[src/rtl/bpb_update_ctrl.sv]
// BPB write side: queues resolved branches, looks each up against all lines and issues one w_en/sw pulse.
// Latency 3 cycles push->pulse, 1 record per 3 cycles; upd_ready low while the FIFO is full.
// Optional hit/miss/drop statistics are built only when BPB_STATS_EN is defined.
module bpb_update_ctrl #(
    parameter int ENTRIES    = 16,
    parameter int TAG_WIDTH  = 30,
    parameter int FIFO_DEPTH = 4
) (
    input  logic                         clk,
    input  logic                         reset,
    input  logic                         upd_valid,
    output logic                         upd_ready,
    input  logic                         upd_is_br,
    input  logic [31:0]                  upd_pc,
    input  logic                         upd_taken,
    input  logic [31:0]                  upd_target,
    input  logic [ENTRIES-1:0]           line_valid,
    input  logic [ENTRIES*TAG_WIDTH-1:0] line_tag,
    input  logic [ENTRIES*32-1:0]        line_addr,
    output logic [ENTRIES-1:0]           w_en,
    output logic [ENTRIES-1:0]           sw,
    output logic                         taken,
    output logic                         set_valid,
    output logic [TAG_WIDTH-1:0]         set_tag,
    output logic [31:0]                  set_addr,
    output logic                         busy,
    output logic [31:0]                  hit_cnt,
    output logic [31:0]                  miss_cnt,
    output logic [31:0]                  drop_cnt
);
    localparam int AW = $clog2(FIFO_DEPTH);
    localparam int IW = (ENTRIES > 1) ? $clog2(ENTRIES) : 1;

    typedef struct packed {
        logic [TAG_WIDTH-1:0] tag;
        logic                 taken;
        logic [31:0]          target;
    } rec_t;

    typedef enum logic [1:0] {
        IDLE   = 2'd0,
        LOOKUP = 2'd1,
        ISSUE  = 2'd2
    } state_t;

    state_t      state;
    rec_t        fifo_mem [FIFO_DEPTH];
    rec_t        in_rec;
    rec_t        req;
    logic [AW:0] wr_ptr;
    logic [AW:0] rd_ptr;
    logic        full;
    logic        empty;
    logic        push;
    logic        pop;

    logic          hit;
    logic          free;
    logic [IW-1:0] hit_idx;
    logic [IW-1:0] victim;
    logic [31:0]   hit_addr;
    logic          unused_pc;

    // PC bits outside the tag field carry no information for the line array.
    assign unused_pc = ^upd_pc;

    always_comb begin
        in_rec        = '0;
        in_rec.tag    = upd_pc[TAG_WIDTH+1:2];
        in_rec.taken  = upd_taken;
        in_rec.target = upd_target;
    end

    // Wrap bit in each pointer separates full from empty.
    assign empty     = (wr_ptr == rd_ptr);
    assign full      = (wr_ptr[AW] != rd_ptr[AW]) && (wr_ptr[AW-1:0] == rd_ptr[AW-1:0]);
    assign upd_ready = ~full;
    assign push      = upd_valid && upd_ready && upd_is_br;
    assign pop       = (state == IDLE) && !empty;
    assign busy      = !empty || (state != IDLE);

    always_ff @(posedge clk or negedge reset) begin
        if (!reset) begin
            wr_ptr <= '0;
            rd_ptr <= '0;
        end else begin
            if (push)
                wr_ptr <= wr_ptr + 1'b1;
            if (pop)
                rd_ptr <= rd_ptr + 1'b1;
        end
    end

    always_ff @(posedge clk) begin
        if (push)
            fifo_mem[wr_ptr[AW-1:0]] <= in_rec;
    end

    // Scan downwards so the lowest matching / lowest free index wins.
    always_comb begin
        hit     = 1'b0;
        hit_idx = '0;
        free    = 1'b0;
        victim  = '0;
        for (int i = ENTRIES - 1; i >= 0; i--) begin
            if (line_valid[i] && (line_tag[i*TAG_WIDTH +: TAG_WIDTH] == req.tag)) begin
                hit     = 1'b1;
                hit_idx = IW'(i);
            end
            if (!line_valid[i]) begin
                free   = 1'b1;
                victim = IW'(i);
            end
        end
    end

    assign hit_addr = line_addr[32*hit_idx +: 32];

    always_ff @(posedge clk or negedge reset) begin
        if (!reset) begin
            state     <= IDLE;
            req       <= '0;
            w_en      <= '0;
            sw        <= '0;
            taken     <= 1'b0;
            set_valid <= 1'b0;
            set_tag   <= '0;
            set_addr  <= '0;
        end else begin
            w_en <= '0;
            sw   <= '0;
            case (state)
                IDLE: begin
                    if (!empty) begin
                        req   <= fifo_mem[rd_ptr[AW-1:0]];
                        state <= LOOKUP;
                    end
                end
                LOOKUP: begin
                    state <= ISSUE;
                    if (hit) begin
                        if (req.taken && (hit_addr != req.target)) begin
                            w_en[hit_idx] <= 1'b1;
                            set_valid     <= 1'b1;
                            set_tag       <= req.tag;
                            set_addr      <= req.target;
                        end else begin
                            sw[hit_idx] <= 1'b1;
                            taken       <= req.taken;
                        end
                    end else if (req.taken && free) begin
                        w_en[victim] <= 1'b1;
                        set_valid    <= 1'b1;
                        set_tag      <= req.tag;
                        set_addr     <= req.target;
                    end
                end
                ISSUE: state <= IDLE;
                default: state <= IDLE;
            endcase
        end
    end

`ifdef BPB_STATS_EN
    always_ff @(posedge clk or negedge reset) begin
        if (!reset) begin
            hit_cnt  <= '0;
            miss_cnt <= '0;
            drop_cnt <= '0;
        end else if (state == LOOKUP) begin
            if (hit) begin
                if (hit_cnt != 32'hFFFF_FFFF)
                    hit_cnt <= hit_cnt + 32'd1;
            end else begin
                if (miss_cnt != 32'hFFFF_FFFF)
                    miss_cnt <= miss_cnt + 32'd1;
                if (req.taken && !free && (drop_cnt != 32'hFFFF_FFFF))
                    drop_cnt <= drop_cnt + 32'd1;
            end
        end
    end
`else
    assign hit_cnt  = '0;
    assign miss_cnt = '0;
    assign drop_cnt = '0;
`endif

endmodule
[config.mk]
export PLATFORM = sky130hd
export DESIGN_NAME = bpb_update_ctrl
export DESIGN_NICKNAME = d
export VERILOG_FILES = /design/src/rtl/bpb_update_ctrl.sv
export SDC_FILE = /design/constraint.sdc
export NUM_CORES = 2
export LEC_CHECK = 0
export CORE_AREA = 4 4 496 498
export DETAILED_ROUTE_END_ITERATION = 8
export DIE_AREA = 0 0 500 502
export GPL_ROUTABILITY_DRIVEN = 0
export PLACE_DENSITY = 0.3
export RECOVER_POWER = 50
export SYNTH_ARGS = -nofsm -noshare
export SYNTH_HDL_FRONTEND = slang
export SYNTH_SLANG_ARGS = --single-unit
[constraint.sdc]
create_clock -name clk -period 15.7 [get_ports clk]
set_clock_uncertainty 0.2 [all_clocks]
set_input_delay 3.14 -clock clk [delete_from_list [all_inputs] [get_ports clk]]
set_output_delay 3.14 -clock clk [all_outputs]
set_load 0.01 [all_outputs]
## Word-level counts from Yosys, hierarchy flattened

Memory sizes are Yosys's and may differ from the RTL's. A register that Yosys moved wholly into a read port is not among the register bits.
Index checks and enable logic that the tools add are counted.

- Register bits after elaboration: 104
- Bits in writable memories: 252
- Bits of input ports: 1,077
- Output and inout bits: 194
- Word-level logic and storage cells: 164
- Memories: 1

- Add/sub/neg operators: 2
- Magnitude comparators: 4
- Eq/ne operators: 23
- Shifts and indexed selects: 1
- Muxes and demuxes: 88
- Bitwise logic cells: 3
- Reductions and logical operators: 33

Memories:

| name | depth | bits a word | rd ports | clocked after Yosys merged registers in | wr ports | line | source |
|---|---|---|---|---|---|---|---|
| fifo_mem | 4 | 63 | 1 | 1 | 1 | 47 | `rec_t fifo_mem [FIFO_DEPTH];` |

Operators by type and width:

| kind | number |
|---|---|
| 512-bit by 10-bit variable part select with 32-bit output | 1 |
| 30-bit == test | 16 |
| 4-bit two-way mux | 32 |
| 16-bit two-way mux | 7 |
| 32-bit two-way mux | 3 |
| 30-bit two-way mux | 3 |
| 1-bit two-way mux | 39 |
| 32-bit inequality test | 1 |
| 1-bit logical AND | 24 |
| 4-bit by 5-bit < comparator with 1-bit output, second input constant | 2 |
| 1-bit demux with 4-bit select | 2 |
| 4-bit by 1-bit greater-or-equal comparator with 1-bit output, second input constant | 2 |
| 3-bit by 1-bit adder with 3-bit output, second input constant | 2 |
| 3-bit AND reduction | 2 |
| 2-bit case mux with 2 select lines | 1 |
| 2-bit nonzero test | 2 |
| 3-bit == test | 1 |
| 1-bit inverter | 3 |
| 2-bit by 1-bit == test with 1-bit output, second input constant | 1 |
| 2-bit == test | 1 |
| 1-bit zero test | 2 |
| 2-bit zero test | 1 |
| 2-bit two-way mux | 1 |
| 2-bit by 1-bit inequality test with 1-bit output, second input constant | 1 |
| other kinds (4) | 4 |

## Depth between registers and ports, before layout

- Depth in word-level cells: 25
- Depth in mapped cells: 24
- Depth with buffers taken out: 16

## Worst setup path before layout

Ideal clock, no wire load.

- Kind: input to register
- Start point: in line_tag[328]
- End point: reg set_addr[10]
- Setup time: 0.127 ns
- Data arrival time: 7.912 ns
- Slack: 7.460 ns
- Stages: 18
- Buffers on the path: 3
- Cells stage by stage: xnor2_1 -> nand4_1 -> or4b_2 -> nor4_2 -> a311o_1 -> nand3_1 -> nand2_1 -> buf_2 -> clkbuf_1 -> nor2_1 -> a2111oi_0 -> mux2i_1 -> nand3_1 -> nor4_2 -> nand4_1 -> o311ai_4 -> buf_6 -> mux2_1

- Word-level cells in the longest chain between the ends: 18

Ends and longest elaborated chain:

| what | line | source |
|---|---|---|
| start, declared | 18 | `input logic [ENTRIES*TAG_WIDTH-1:0] line_tag,` |
| 30-bit == test (*) | 106 | `if (line_valid[i] && (line_tag[i*TAG_WIDTH +: TAG_WIDTH] == req.tag)) begin` |
| 1-bit logical AND (*) | 106 |  |
| 4-bit two-way mux (11 in a row) | 106 |  |
| 512-bit by 10-bit variable part select with 32-bit output | 117 | `assign hit_addr = line_addr[32*hit_idx +: 32];` |
| 32-bit inequality test | 142 | `if (req.taken && (hit_addr != req.target)) begin` |
| 1-bit logical AND | 142 |  |
| 2-bit by 1-bit inequality test with 1-bit output (no line) | - |  |
| 3-bit AND reduction (no line) | - |  |
| end signal, assigned | 146 | `set_addr <= req.target;` |
| end signal, assigned | 155 | `set_addr <= req.target;` |
| end, declared | 25 | `output logic [31:0] set_addr,` |

Every way passes the cells marked *; elsewhere a longest branch is shown, timed or not.
A chain may end at the register's enable or synchronous reset.

## Final worst setup path

- Start point: in line_tag[321]
- End point: reg set_tag[5]

- Word-level cells in the longest chain between the ends: 18

Ends and longest elaborated chain:

| what | line | source |
|---|---|---|
| 30-bit == test (*) | 106 |  |
| 1-bit logical AND (*) | 106 |  |
| 4-bit two-way mux (11 in a row) | 106 |  |
| 512-bit by 10-bit variable part select with 32-bit output | 117 |  |
| 32-bit inequality test | 142 |  |
| 1-bit logical AND | 142 |  |
| 2-bit by 1-bit inequality test with 1-bit output (no line) | - |  |
| 3-bit AND reduction (no line) | - |  |
| end signal, assigned | 145 | `set_tag <= req.tag;` |
| end signal, assigned | 154 | `set_tag <= req.tag;` |
| end, declared | 24 | `output logic [TAG_WIDTH-1:0] set_tag,` |

Marked as above.

==> impl_results.md <==
* Main combinational cell family by area after synthesis: simple AND/OR/NAND/NOR gates
* Worst-Margin Slew at 5400 ps
* Layout fillers at 26.8k
* FF-to-FF path depth at 19
* Worst-path fanout max at 75
* Io pins at 1271
* Cells along the critical path: clkdlybuf4s50_1, xnor2_1, nand4_1, or4_1, nor4_4, a311o_1, and3_1, nor2_4, buf_12, mux2i_1, o21ai_0, o2111ai_1, nor3_1, xor2_1, nor4_1, nand4_1, o311ai_4, buf_12, mux2_1
* Vias per inst at 4.13
* Crit path kind: in2reg
* Final count of negative-setup-slack endpoints at 0
* Initial core utilization at 12.0%
* Share of flip-flops with an asynchronous set or reset at 39.9%
* Setup TNS Final at 0 ps
* Root buf cell: clkbuf_16
* Slowest CP cell: o21ai_0
* Die X-Extent at 500 um
* Reg2Reg Setup Slack at 5880 ps
* Setup WS pre-CTS at 3340 ps
* Max_cap viols at 7
* Grt ovf at 0
* Nets at 4951
* Synth Cell Area at 0.0291 mm^2
* FMAX at 0.0836 GHz
* Post-DP HPWL at 227000 um
* Drt pass-1 iters at 5
* Post-synthesis sequential area ratio at 40.4%
* Core ar. at 0.242 mm^2
* Multiplexer share of the synthesized area at 11.7%
* Status: finished, violations left
* Cts repair resizes at 0
* YS warnings at 0
* # rows at 181
* Min cycle time layout at 11970 ps
* Area Overhead vs Synth at 59.2%
* Setup WS post-layout at 3730 ps
* Clk Latency, worst-skew pair at 690 ps
* Setup repair bufs after CTS at 0
* Post-synth EDFFs at 252
* Die footprint at 0.251 mm^2
* Max Slew Vio Count at 304
* Layout cells sized above 1 at 10.2%
* Worst reg2reg startpoint: req[50]$_DFFE_PN0P_
* WL met1 at 117000 um
* Worst-case vdd ir drop at 0.0939 mV
* Area contributors post-synth: edfxtp_1 26%, dfrtp_1 14%, xnor2_1 14%, mux4_2 4.9%, nand4_1 4.8%
* DRC viols at 0
* Die height at 502 um
* Synth Area in Adders at 0.215%
* Synth top area share at 26.0%
* Buffers on Ports at 1172
* Number of distinct library cells after synthesis at 100
* Simple-gate share of the synthesized area at 16.1%
* Required @ worst endpoint at 15980 ps
* Vias in the first global route at 30.2k
* Highest Signal Layer: met5
* First-pass GRT wire length at 342000 um
* Final wirelength at 276000 um
* Synthesized flop and latch total at 419
* Final Hold Fails at 0
* Slew margin rel. at -260%
* Met2 wire length at 123000 um
* RSZ-0062 raised after global routing: false
* Clock buffer depth at 3
* Hold WC Path Type: reg2reg
* Inserted Clock Buffers at 52
* Total GRT Usage at 21.0%
* Post-synth top cells: 471 x xnor2_1, 252 x edfxtp_1, 225 x nand4_1, 167 x dfrtp_1, 136 x nand2_1
* CP startpoint: line_tag[321]
* Worst setup EP type: flip-flop
* Syn_area_per_cell at 10.7 um^2
* Crit-path max cell delay at 910 ps
* Hold_buf cts at 0
* Worst reg2reg endpoint: set_tag[5]$_DFFE_PN0P_
* Vias at 29.6k
* Post-synth top flop: edfxtp_1
* Power per Cell Area at 138 mW/mm^2
* Post-Syn Instances at 2704
* Largest net degree at the start of global routing at 78
* Initial antenna violation count at 171
* Setup crit start kind: input port
* CP Capture Point: set_tag[5]$_DFFE_PN0P_
* Clock H-tree levels at 2
* Compound-Gate Fraction of Synth Area at 10.4%
* Met3 routed WL at 27100 um
* Final ANT Viol Nets at 0
* Failing checks: capacitance limit, slew limit
* 1st-iter DRT viols at 2795
* Synth Area in XOR/XNOR at 15.0%
* Hold wc startpoint: set_valid$_DFFE_PN0P_
* CTS tree: yes
* Clock Sinks at 419
* Period utilisation layout at 76.2%
* Register clock-pin slew on the reported worst setup and hold paths at 60 ps
* Routed WL per cell at 38.5 um
* Synth area leader: edfxtp_1
* Crit path arrival time at 12250 ps
* Most common cell in the netlist: xnor2_1
* Pleak at 14.9 nW
==> flip-flops by register name, indices dropped and copies added, names as in the netlist, 2 cells and up <==
register and flops:
w_en 16, state 2, fifo_mem 252, sw 16, wr_ptr 3, set_addr 32
req 63, rd_ptr 3, set_tag 30
==> per-stage QoR <==
stage | hold slack (ps) | cells | total power [mW] | cell area, um^2 | utilization [%]
2_1_floorplan | 258 | 2799 | 3.50 | 29400 | -
3_5_place_dp | 258 | 7017 | 5.26 | 44500 | 18.4
5_1_grt | 299 | 7137 | 6.73 | 46200 | 19.1
3_3_place_gp | 255 | 7016 | 5.27 | 44500 | 18.4
6_report | 275 | 7171 | 6.37 | 46300 | 19.1
4_1_cts | 280 | 7115 | 6.50 | 46200 | 19.1
==> power breakdown <==
group	internal, mW	switching, mW
logic	1.39	1.92
registers	1.45	0.426
clock network	0.657	0.533
==> critical path: cells and delay by family <==
family          cells  cell delay [ps]
xor+xnor            2              760
simple gates        8             3900
mux                 2              620
buf+inv             3             1240
compound gates      4             2300
==> worst min path at each step <==
stage / to / slack [ps] / cells past startpoint
finish: set_valid$_DFFE_PN0P_ / 280 / 1
detailed placement: set_valid$_DFFE_PN0P_ / 260 / 1
global placement: set_valid$_DFFE_PN0P_ / 260 / 1
global route: wr_ptr[2]$_DFFE_PN0P_ / 300 / 1
CTS: set_valid$_DFFE_PN0P_ / 280 / 1
floorplan: set_addr[16]$_DFFE_PN0P_ / 260 / 1
==> kinds of logic after synthesis <==
kind of cell,after synthesis
DFF,419
AOI/OAI and AO/OA,408
xor gates and xnor gates,499
muxes,244
adders and majority gates,5
buffers and inverters,288
other,1
and+or+nand+nor,840
==> layout make-up <==
| class | instances | area [um^2] | area share [%] |
|---|---|---|---|
| Timing Repair Buffer | 1278 | 12500 | 27.1 |
| Antenna cell | 56 | 140 | 0.303 |
| Tap cell | 3202 | 4010 | 8.66 |
| Clock buffer | 76 | 1430 | 3.09 |
| Inverter | 26 | 97.6 | 0.211 |
| Sequential cell | 419 | 11800 | 25.5 |
| Multi-Input combinational cell | 2092 | 16000 | 34.7 |
| Clock inverter | 22 | 225 | 0.487 |
==> metal layers <==
metal / global-route usage (%) / up-vias
met4: 4.98 / 130
met2: 33.2 / 1590
met5: 0 / -
met3: 7.75 / 359
li1: - / 12600
met1: 27.1 / 14900
==> layout by cell type, fill, tap and decap left out, types with 38 or more instances in the layout <==
cell	n
clkdlybuf4s50_1	1108
xnor2_1	471
edfxtp_1	252
nand4_1	225
dfrtp_1	136
nand2_1	135
buf_4	99
conb_1	96
nor2_1	93
nand3_1	83
mux2_2	76
nor3_1	67
o21ai_0	65
mux4_2	63
dlygate4sd3_1	63
mux2_1	59
diode_2	56
nor4_1	56
clkbuf_16	52
a21oi_1	49
mux2i_1	45
o22ai_1	38
No activity file was read; power rests on OpenSTA's default activity.
